## src/rtl/riscv_pkg.sv

```systemverilog
// Shared definitions for the single-cycle core's instruction memory and its loader.
// Holds the memory geometry and the loader state encoding.
package riscv_pkg;

   localparam int IMEM_DEPTH  = 64;
   localparam int IMEM_ADDR_W = 6;

   typedef enum logic [2:0] {
      ST_IDLE = 3'd0,
      ST_LEN  = 3'd1,
      ST_DATA = 3'd2,
      ST_CHK  = 3'd3,
      ST_DONE = 3'd4,
      ST_ERR  = 3'd5
   } loader_state_t;

endpackage

```

## src/rtl/byte_to_word.sv

```systemverilog
// Assembles four little-endian bytes into a 32-bit word and emits a registered
// one-cycle pulse when the fourth byte of a word has been taken.
module byte_to_word (
   input  logic        clk_i,
   input  logic        reset_i,
   input  logic        clear_i,
   input  logic        byteValid_i,
   input  logic [7:0]  byteData_i,
   output logic        lastByte_o,
   output logic        wordValid_o,
   output logic [31:0] word_o
);

   logic [1:0]  idx_q, idx_d;
   logic [31:0] word_q, word_d;
   logic        wordValid_q, wordValid_d;

   always_comb begin
      idx_d       = idx_q;
      word_d      = word_q;
      wordValid_d = 1'b0;
      if (clear_i) begin
         idx_d = 2'd0;
      end else if (byteValid_i) begin
         case (idx_q)
            2'd0: word_d[7:0]   = byteData_i;
            2'd1: word_d[15:8]  = byteData_i;
            2'd2: word_d[23:16] = byteData_i;
            2'd3: word_d[31:24] = byteData_i;
         endcase
         idx_d       = idx_q + 2'd1;
         wordValid_d = (idx_q == 2'd3);
      end
   end

   // A reset drops any partially assembled word without flagging it.
   always_ff @(posedge clk_i) begin
      if (reset_i) begin
         idx_q       <= 2'd0;
         word_q      <= 32'd0;
         wordValid_q <= 1'b0;
      end else begin
         idx_q       <= idx_d;
         word_q      <= word_d;
         wordValid_q <= wordValid_d;
      end
   end

   assign lastByte_o  = (idx_q == 2'd3);
   assign wordValid_o = wordValid_q;
   assign word_o      = word_q;

endmodule

```

## src/rtl/imem_loader.sv

```systemverilog
// Streams a length-prefixed, checksummed program image into instruction memory
// and holds the core in reset until a load has completed successfully.
module imem_loader
   import riscv_pkg::*;
#(
   parameter int DEPTH  = IMEM_DEPTH,
   parameter int ADDR_W = IMEM_ADDR_W
) (
   input  logic              clk,
   input  logic              reset,
   input  logic              start,
   input  logic [7:0]        in_data,
   input  logic              in_valid,
   output logic              in_ready,
   output logic              imem_we,
   output logic [ADDR_W-1:0] imem_addr,
   output logic [31:0]       imem_wdata,
   output logic              core_reset,
   output logic              busy,
   output logic              done,
   output logic              error,
   output logic [ADDR_W:0]   words_loaded
);

   localparam logic [8:0]      DepthMax = 9'(DEPTH);
   localparam logic [ADDR_W:0] WordOne  = (ADDR_W + 1)'(1);

   loader_state_t     state_q, state_d;
   logic [ADDR_W:0]   len_q, len_d;
   logic [ADDR_W:0]   wordCnt_q, wordCnt_d;
   logic [ADDR_W-1:0] addr_q, addr_d;
   logic [7:0]        checksum_q, checksum_d;

   logic        xfer;
   logic        asmClear;
   logic        asmValid;
   logic        asmLast;
   logic        asmWordValid;
   logic [31:0] asmWord;

   assign xfer = in_valid & in_ready;

   // Address and word count advance on the edge that takes a word's last byte,
   // so they line up with the write pulse coming out of the assembler.
   always_comb begin
      state_d    = state_q;
      len_d      = len_q;
      wordCnt_d  = wordCnt_q;
      addr_d     = addr_q;
      checksum_d = checksum_q;
      asmClear   = 1'b0;
      asmValid   = 1'b0;
      case (state_q)
         ST_IDLE: begin
            if (start) begin
               state_d = ST_LEN;
            end
         end
         ST_LEN: begin
            if (xfer) begin
               if ((in_data == 8'd0) || ({1'b0, in_data} > DepthMax)) begin
                  state_d = ST_ERR;
               end else begin
                  len_d      = in_data[ADDR_W:0];
                  wordCnt_d  = '0;
                  addr_d     = '0;
                  checksum_d = 8'd0;
                  asmClear   = 1'b1;
                  state_d    = ST_DATA;
               end
            end
         end
         ST_DATA: begin
            if (xfer) begin
               asmValid   = 1'b1;
               checksum_d = checksum_q ^ in_data;
               if (asmLast) begin
                  addr_d    = wordCnt_q[ADDR_W-1:0];
                  wordCnt_d = wordCnt_q + WordOne;
                  if ((wordCnt_q + WordOne) == len_q) begin
                     state_d = ST_CHK;
                  end
               end
            end
         end
         ST_CHK: begin
            if (xfer) begin
               state_d = (in_data == checksum_q) ? ST_DONE : ST_ERR;
            end
         end
         ST_DONE, ST_ERR: begin
            if (start) begin
               wordCnt_d = '0;
               state_d   = ST_LEN;
            end
         end
         default: begin
            state_d = ST_IDLE;
         end
      endcase
   end

   always_ff @(posedge clk) begin
      if (reset) begin
         state_q    <= ST_IDLE;
         len_q      <= '0;
         wordCnt_q  <= '0;
         addr_q     <= '0;
         checksum_q <= 8'd0;
      end else begin
         state_q    <= state_d;
         len_q      <= len_d;
         wordCnt_q  <= wordCnt_d;
         addr_q     <= addr_d;
         checksum_q <= checksum_d;
      end
   end

   byte_to_word u_byteToWord (
      .clk_i       (clk),
      .reset_i     (reset),
      .clear_i     (asmClear),
      .byteValid_i (asmValid),
      .byteData_i  (in_data),
      .lastByte_o  (asmLast),
      .wordValid_o (asmWordValid),
      .word_o      (asmWord)
   );

   // Status outputs are plain decodes of the registered state, so in_ready
   // never has a combinational path from in_valid.
   assign busy         = (state_q == ST_LEN) || (state_q == ST_DATA) || (state_q == ST_CHK);
   assign in_ready     = busy;
   assign done         = (state_q == ST_DONE);
   assign error        = (state_q == ST_ERR);
   assign core_reset   = (state_q != ST_DONE);
   assign imem_we      = asmWordValid;
   assign imem_wdata   = asmWord;
   assign imem_addr    = addr_q;
   assign words_loaded = wordCnt_q;

endmodule

```

## config.mk

```make
export PLATFORM = sky130hd
export DESIGN_NAME = imem_loader
export DESIGN_NICKNAME = d
export VERILOG_FILES = /design/src/rtl/riscv_pkg.sv /design/src/rtl/byte_to_word.sv /design/src/rtl/imem_loader.sv
export SDC_FILE = /design/constraint.sdc
export NUM_CORES = 1
export LEC_CHECK = 0
export CAP_MARGIN = 10
export CORE_UTILIZATION = 50
export CTS_BUF_LIST = sky130_fd_sc_hd__clkbuf_2
export CTS_CLUSTER_DIAMETER = 150
export DETAILED_ROUTE_END_ITERATION = 8
export GPL_ROUTABILITY_DRIVEN = 0
export PLACE_DENSITY = 0.78
export SETUP_SLACK_MARGIN = 0.3
export SLEW_MARGIN = 25
export SYNTH_ARGS = -nofsm -noshare
export SYNTH_HDL_FRONTEND = slang
export SYNTH_SLANG_ARGS = --single-unit
export TNS_END_PERCENT = 50
```

## constraint.sdc

```tcl
create_clock -name clk -period 4.2 [get_ports clk]
set_input_delay 1.05 -clock clk [delete_from_list [all_inputs] [get_ports clk]]
set_output_delay 1.05 -clock clk [all_outputs]
set_load 0.1 [all_outputs]
```

=== Word-level counts from Yosys, hierarchy flattened ===
Index checks and enable logic that the tools add are counted.

* Add/subtract/negate cells: 2
* Order comparisons: 1
* Eq/ne operators: 19
* Mux-type cells: 29
* Bitwise operators: 5
* Reductions and logical operators: 21

{| class="wikitable"
|+ Operators with widths
! operator !! number
|-
| two-way mux 7 bit || 5
|-
| two-way mux 6 bit || 4
|-
| two-way mux 8 bit || 3
|-
| two-way mux 3 bit || 7
|-
| one-hot mux 7 bit (3 select lines) || 1
|-
| one-hot mux 8 bit (2 select lines) || 1
|-
| AND reduction 3 bit || 5
|-
| inequality test 2 bit, second input constant || 7
|-
| one-hot mux 3 bit (4 select lines) || 1
|-
| one-hot mux 6 bit (2 select lines) || 1
|-
| AND reduction 6 bit || 2
|-
| equality test 8 bit || 1
|-
| greater-than comparator 8 x 7 -> 1 bit, second input constant || 1
|-
| logical NOT 8 bit || 1
|-
| bitwise XOR 8 bit || 1
|-
| adder 7 x 1 -> 7 bit, second input constant || 1
|-
| equality test 7 bit || 1
|-
| equality test 3 x 2 -> 1 bit, second input constant || 2
|-
| equality test 3 bit, second input constant || 2
|-
| two-way mux 1 bit || 6
|-
| OR reduction 3 bit || 2
|-
| AND reduction 5 bit || 1
|-
| equality test 2 bit, second input constant || 2
|-
| AND reduction 4 bit || 1
|-
| other kinds (13) || 18
|}

* Flip-flop bits (word level): 66
* Input bits: 12
* Output and inout port bits: 51
* Word-level logic and storage cells: 88

=== Logic depth before layout (Yosys ltp) ===
Gate-level depths: netlist of the first run.

* Word-level depth: 8
* Gate-level depth with buffers: 7
* Depth with buffers taken out: 6

=== By module ===
From an unflattened synthesis of the first run, not the netlist that was laid out.

* Cells, all modules: 355
* Area, all modules: 3,274.4 sq um

{| class="wikitable"
|+ By module, submodules not included
! module !! times used !! cells an instance !! area an instance (sq um) !! sequential area each (sq um)
|-
| imem_loader || 1 || 222 || 1,803.0 || 620.6
|-
| byte_to_word || 1 || 133 || 1,471.4 || 700.7
|}

=== Least setup slack after synthesis of the first run ===
Ideal clock, no wire load.

* Kind: reg-to-output
* From: reg state_q[1]
* To: out in_ready
* Arrival: 2,525 ps
* Data required time: 3,150 ps
* Slack: 625 ps
* Cell stages (with the launch flop): 5
* Buffers on the path: 2
* Path through: dfxtp_1 > clkbuf_1 > nor2_1 > nor2_1 > buf_4

* Cells in the longest elaborated chain, start to end: 3
* Elaborated cells between the ends (all ways): 5
* Those cells by class: 3 x eq/ne; 2 x reduce/logical

{| class="wikitable"
|+ Ends and longest elaborated chain
! what !! line !! RTL
|-
| from (decl) || imem_loader.sv:28 || <nowiki>loader_state_t state_q, state_d;</nowiki>
|-
| from (signal assigned) || imem_loader.sv:111 || <nowiki>state_q <= state_d;</nowiki>
|-
| equality test 3 x 1 -> 1 bit or equality test 3 x 2 -> 1 bit (tied branches) || imem_loader.sv:132 || <nowiki>assign busy = (state_q == ST_LEN) || (state_q == ST_DATA) || (state_q == ST_CHK);</nowiki>
|-
| logical OR 1 bit || imem_loader.sv:132 ||
|-
| logical OR 1 bit (*) || imem_loader.sv:132 ||
|-
| to (decl) || imem_loader.sv:14 || <nowiki>output logic in_ready,</nowiki>
|}

Every way passes the cells marked *; elsewhere a longest branch is shown, timed or not.

=== Worst setup path in the final report of the first run ===
* From: reg state_q[1]
* To: out core_reset

* Cells in the longest elaborated chain, start to end: 1

{| class="wikitable"
|+ Ends and longest elaborated chain
! what !! line !! RTL
|-
| inequality test 3 bit || imem_loader.sv:136 || <nowiki>assign core_reset = (state_q != ST_DONE);</nowiki>
|-
| to (decl) || imem_loader.sv:18 || <nowiki>output logic core_reset,</nowiki>
|}

Every way passes these cells.

==> metrics.md, run 1 <==
| Metric | Value |
|---|---|
| Share of cells above drive strength 1 | `7.45%` |
| Drt drc | `0` |
| Starting density of the core | `52.1%` |
| Critical path required time | `3.15 ns` |
| Fin util | `64.2%` |
| Pwr dens | `331 nW/um^2` |
| CTS root buf | `clkbuf_2` |
| Number of global-route vias before repair | `2389` |
| Fmax | `284 MHz` |
| Die width | `80.6 um` |
| Final ANT Viol Nets | `0` |
| GRT Util Overall | `23.9%` |
| Final WL | `7540 um` |
| Port bufs | `62` |
| Via Count | `2799` |
| CTS tree | `yes` |
| RSZ-0062 raised after global routing | `no` |
| Fin crit share | `83.9%` |
| Post-synth top area share | `42.8%` |
| Slew HR | `34.6%` |
| Cell taking the most area after synthesis | `dfxtp_1` |
| Inserted Clock Buffers | `9` |
| Die Y-Extent | `80.6 um` |
| Worst slew pin tran | `0.978 ns` |
| Synth unique cells | `48` |
| Post-Synthesis Cells | `367` |
| Final Hold Viols | `0` |
| Congestion Overflow GR | `0` |
| 1st-pass router iterations | `4` |
| Clk pin slew, worst setup/hold paths | `0.20 ns` |
| Post-CTS sizing | `0` |
| Inserted Diodes | `0` |
| Cts hold-fix bufs | `0` |
| Post-synth ARST share | `0%` |
| Slew Limit Fails | `0` |
| Die ar. | `6490 sq um` |
| Status | `completed` |
| Row count | `28` |
| H-tree levels | `3` |
| Crit-path max FO | `14` |
| Hold Path Class | `reg -> reg` |
| Leak Pwr | `1.24 nW` |
| Synthesis warning total | `0` |
| Post-detail-place hpwl | `4860 um` |
| # IOs | `63` |
| Core area | `5920 sq um` |
| Clock sink count | `66` |
| Most common flop cell mapped by yosys | `dfxtp_1` |
| Clock skew | `0.0423 ns` |
| Crit Path Class | `reg -> out` |
| Largest vdd supply drop | `0.000261 V` |
| Post-synth EDFFs | `0` |
| Sequential share of the synthesized area | `42.8%` |
| Max_cap viols | `0` |
| Cell area after synthesis | `3090 sq um` |
| Drt via density | `5.70` |
| Syn Nets | `384` |
| Area grow syn2layout | `23.2%` |
| Main area contributors after synthesis | `dfxtp_1, a21oi_1, nand2_1` |
| Final TNS setup | `0 ns` |
| CP endpoint kind | `output port` |
| Synth cell count leaders | `dfxtp_1, nand2_1, a21oi_1` |
| Critical path launch point type | `flop` |
| Initial DRC count | `206` |
| Most used standard cell by instance count after synthesis | `dfxtp_1` |
| Final setup viols | `0` |
| Antenna violations before repair | `0` |
| Pin count of the biggest net entering global routing | `64` |
| Post-CTS setup buffer count | `0` |
| Crit path arrival time | `2.47 ns` |
| Synth Register Bits | `66` |
| Global-route wire length before repair | `11800 um` |
| Tmin final | `3.52 ns` |
| Synthesized area per cell | `8.41 sq um` |
| Clock Latency Late Sink | `0.53 ns` |
| Total Nets Final | `429` |
| Routed WL per cell | `15.4 um` |
| Clock Tree Buf Depth | `2` |
==> report_power, final <==
group | internal [mW] | switching (mW) | leakage (nW) | total [mW]
combinational | 0.0557 | 0.128 | 0.633 | 0.184
clock | 0.191 | 0.237 | 0.0792 | 0.428
sequential | 0.634 | 0.0118 | 0.532 | 0.646
total | 0.881 | 0.378 | 1.24 | 1.26
==> kinds of logic (layout without fill, tap and decap cells) <==
group,Yosys count,count (layout),synth area share (%)
mux,8,8,2.60
simple gates,133,133,21.7
buf+inv,39,88,5.88
fa+ha+maj,5,5,2.03
flops,66,66,42.8
compound gates,99,99,20.2
xor+xnor,17,17,4.83
==> worst paths after layout <==
kind                               start                     end  slack (ns)  cells after the start
hold reg to reg   u_byteToWord.word_o[9]  u_byteToWord.word_o[9]        0.47                      2
setup / recovery              state_q[1]              core_reset        0.68                      3
setup reg to reg         words_loaded[0]              state_q[0]        1.84                      6
hold / removal    u_byteToWord.word_o[9]  u_byteToWord.word_o[9]        0.47                      2
==> area by class of cell <==
class | instances | area (sq um)
fill | 532 | 2120
multi-input combinational | 262 | 1580
timing repair buffer | 68 | 656
clock inverter | 6 | 82.6
tap | 75 | 93.8
inverter | 5 | 18.8
clock buffer | 9 | 45.0
sequential | 66 | 1320
==> state kept, by name, summed over array words and instances, names as in the netlist <==
name and count:
imem_addr 6, u_byteToWord.wordValid_o 1, u_byteToWord.word_o 32, len_q 7, u_byteToWord.idx_q 2, checksum_q 8
state_q 3, words_loaded 7
==> placed cells by master, fill, tap and decap left out, types with 3 or more instances in the layout <==
| cell type | count |
|---|---|
| nand3_1 | 28 |
| nor3b_1 | 4 |
| a21oi_1 | 47 |
| mux2i_1 | 8 |
| nand3b_1 | 9 |
| and2_1 | 3 |
| nor2b_1 | 3 |
| and3_1 | 5 |
| clkbuf_2 | 9 |
| a211oi_1 | 5 |
| dfxtp_1 | 66 |
| a22o_1 | 6 |
| ha_1 | 5 |
| nor2_1 | 19 |
| xnor2_1 | 15 |
| o21a_1 | 5 |
| nand2_1 | 49 |
| nor3_1 | 5 |
| clkdlybuf4s50_1 | 58 |
| inv_1 | 5 |
| buf_4 | 10 |
| o21ai_0 | 18 |
==> worst max-delay path, cell delays in order (launching register included) <==
cell and delay (ns):
dfxtp_1 0.61, nor2_1 0.13, nand2_1 0.11, clkdlybuf4s50_1 1.13
==> through the flow <==
stage | setup slack [ns] | cell area (sq um) | total power, mW | hold slack (ns) | std cells
2_1_floorplan | 0.625 | 3090 | 0.802 | 0.470 | 367
3_3_place_gp | 0.958 | 3670 | 0.839 | 0.441 | 476
3_5_place_dp | 0.957 | 3670 | 0.841 | 0.450 | 476
4_1_cts | 0.659 | 3800 | 1.26 | 0.472 | 491
5_1_grt | 0.539 | 3800 | 1.31 | 0.479 | 491
6_report | 0.676 | 3800 | 1.26 | 0.469 | 491
==> per-layer routing <==
metal  global-route usage [%]  part of all wire [%]  vias up
li1                         -                     -     1383
met1                     32.7                    45     1317
met2                     36.3                    47       88
met3                     4.66                   6.5       11
met4                     10.2                   1.6        0
met5                        0                     0        -
Power figures use the tool's default switching activity.
==> run 2: changes to the inputs <==
clock period = 3.25 ns   (was 4.2 ns; I/O delays follow)
==> run 2 against run 1 <==
Against the previous run:
- critical path depth up 4
- global-route usage down 0.51 points
- clock power up 32%
- register-to-register slack worse by 0.90 ns
- sequential cell count unchanged
- final cell count up 0.81%
- sequential power up 29%
- core utilization down 1.4 points
- critical path type is now in -> reg
- critical endpoint is now len_q[3]
==> metrics.md, run 2 (synthesized netlist as in run 1, its figures left out) <==
| Metric | Value |
|---|---|
| GRT Util Overall | `23.4% (was 23.9%)` |
| CTS root buf | `clkbuf_2 (unchanged)` |
| Total power | `1.64 mW (was 1.26 mW)` |
| Final TNS setup | `0 ns (unchanged)` |
| Slowest cell delay on critical path | `0.58 ns (was 1.13 ns)` |
| Crit-path max FO | `9 (was 14)` |
| Max_cap viols | `0 (unchanged)` |
| Drt drc | `0 (unchanged)` |
| Clock Latency Late Sink | `0.52 ns (was 0.53 ns)` |
| Slew Limit Fails | `0 (unchanged)` |
| Status | `completed (unchanged)` |
| Row count | `28 (unchanged)` |
| Area grow syn2layout | `20.4% (was 23.2%)` |
| Fmax | `398 MHz` |
| Critical path required time | `3.64 ns (was 3.15 ns)` |
| Initial DRC count | `177 (was 206)` |
| Die ar. | `6490 sq um (unchanged)` |
| Post-CTS setup buffer count | `0 (unchanged)` |
| Port bufs | `62 (unchanged)` |
| Crit path max-delay cell type | `or4_4 (was clkdlybuf4s50_1)` |
| Non-filler cells, final | `495 (was 491)` |
| Critical-path cell list | `clkdlybuf4s50_1 -> or4_4 -> o31a_4 -> nor4_2 -> buf_4 -> mux2i_1 -> nor2_1 (was nor2_1 -> nand2_1 -> clkdlybuf4s50_1)` |
| Setup ws final | `0.738 ns (was 0.676 ns)` |
| Antenna violations before repair | `0 (unchanged)` |
| Fin crit share | `77.3%` |
| Total Nets Final | `432 (was 429)` |
| Most frequent cells in the layout | `dfxtp_1, buf_4, nand2_1 (was dfxtp_1, clkdlybuf4s50_1, nand2_1)` |
| Slew HR | `56.3% (was 34.6%)` |
| Congestion Overflow GR | `0 (unchanged)` |
| Via Count | `2816 (was 2799)` |
| Crit path arrival time | `2.90 ns (was 2.47 ns)` |
| Post-detail-place hpwl | `4910 um (was 4860 um)` |
| Post-CTS sizing | `0 (unchanged)` |
| Placed cells | `479 (was 476)` |
| Worst slew pin tran | `0.655 ns (was 0.978 ns)` |
| Die width | `80.6 um (unchanged)` |
| Pre-CTS setup slack | `0.211 ns (was 0.957 ns)` |
| Final ANT Viol Nets | `0 (unchanged)` |
| Crit Path Class | `in -> reg (was reg -> out)` |
| Clock skew | `0.0300 ns (was 0.0423 ns)` |
| Inserted Diodes | `0 (unchanged)` |
| Share of cells above drive strength 1 | `20.0% (was 7.45%)` |
| Hold Path Class | `reg -> reg (unchanged)` |
| Clk pin slew, worst setup/hold paths | `0.18 ns (was 0.20 ns)` |
| Clock Tree Buf Depth | `2 (unchanged)` |
| Max FFs per register | `32 (unchanged)` |
| Pwr dens | `441 nW/um^2 (was 331 nW/um^2)` |
| Core area | `5920 sq um (unchanged)` |
| Final setup viols | `0 (unchanged)` |
| Final Hold Viols | `0 (unchanged)` |
| Pin count of the biggest net entering global routing | `64 (unchanged)` |
| # IOs | `63 (unchanged)` |
| Drt via density | `5.69 (was 5.70)` |
| Inserted Clock Buffers | `9 (unchanged)` |
| Tmin final | `2.51 ns` |
| CP endpoint kind | `flop (was output port)` |
| 1st-pass router iterations | `5 (was 4)` |
| CTS tree | `yes (unchanged)` |
| Clock sink count | `66 (unchanged)` |
| Final WL | `7400 um (was 7540 um)` |
| H-tree levels | `3 (unchanged)` |
| Largest vdd supply drop | `0.000235 V (was 0.000261 V)` |
| # fillers | `520 (was 532)` |
| Routed WL per cell | `14.9 um (was 15.4 um)` |
| Global-route wire length before repair | `11500 um (was 11800 um)` |
| Critical path launch point type | `input port (was flop)` |
| Leak Pwr | `1.36 nW (was 1.24 nW)` |
| Starting density of the core | `52.1% (unchanged)` |
| Number of global-route vias before repair | `2351 (was 2389)` |
| RSZ-0062 raised after global routing | `no (unchanged)` |
| Die Y-Extent | `80.6 um (unchanged)` |
| Cts hold-fix bufs | `0 (unchanged)` |
| Most common cell after layout, fill and taps aside | `dfxtp_1 (unchanged)` |
[run 2: changes by cell type in the layout (fill, tap and decap cells not counted)]
cell / change
nor2_1: -1
clkinv_4: +1
clkinv_2: -1
buf_4: +51
clkinvlp_4: +1
clkdlybuf4s50_1: -48
nor2_2: +1
[run 2: worst paths after layout]
kind,from,to,slack (ns),cells past startpoint
max,in_data[2],len_q[3],0.74,7
min,u_byteToWord.word_o[29],u_byteToWord.word_o[29],0.47,2
max reg2reg,state_q[1],u_byteToWord.word_o[4],0.94,6
min reg2reg,u_byteToWord.word_o[29],u_byteToWord.word_o[29],0.47,2
[run 2: worst max-delay path: cells and delay by family]
kind                   cells  cell delay, ns
AND/OR/NAND/NOR            3            0.88
AO/OA/AOI/OAI              1            0.32
multiplexers               1            0.20
buffers and inverters      2            0.68
[run 2: final cells by class]
type                    instances  area, sq um  area share (%)
clock buffers                   9         45.0            1.21
clock inverters                 7         93.8            2.53
inverters                       5         18.8           0.505
multi-input cells             262         1590            42.7
flip-flops and latches         66         1320            35.6
well taps                      75         93.8            2.53
repair buffers                 71          558            15.0
[run 2: per-stage QoR]
stage	hold WS [ns]	instance area [sq um]	util [%]
3_3_place_gp	0.442	3570	60.4
3_5_place_dp	0.447	3580	60.4
6_report	0.468	3720	62.8
2_1_floorplan	0.470	3090	-
5_1_grt	0.481	3720	62.8
4_1_cts	0.470	3720	62.8
[run 2: layer usage]
layer | wire length (um) | track usage [%]
met5 | 0 | 0
met4 | 119 | 9.29
met3 | 349 | 4.20
met2 | 3340 | 34.1
met1 | 3580 | 33.7
[run 2: power breakdown]
part / total [mW] / switching, mW / internal, mW / leakage, nW
Combinational: 0.241 / 0.168 / 0.0739 / 0.744
Sequential: 0.834 / 0.0152 / 0.819 / 0.532
Clock: 0.563 / 0.310 / 0.253 / 0.0795
Total: 1.64 / 0.493 / 1.15 / 1.36
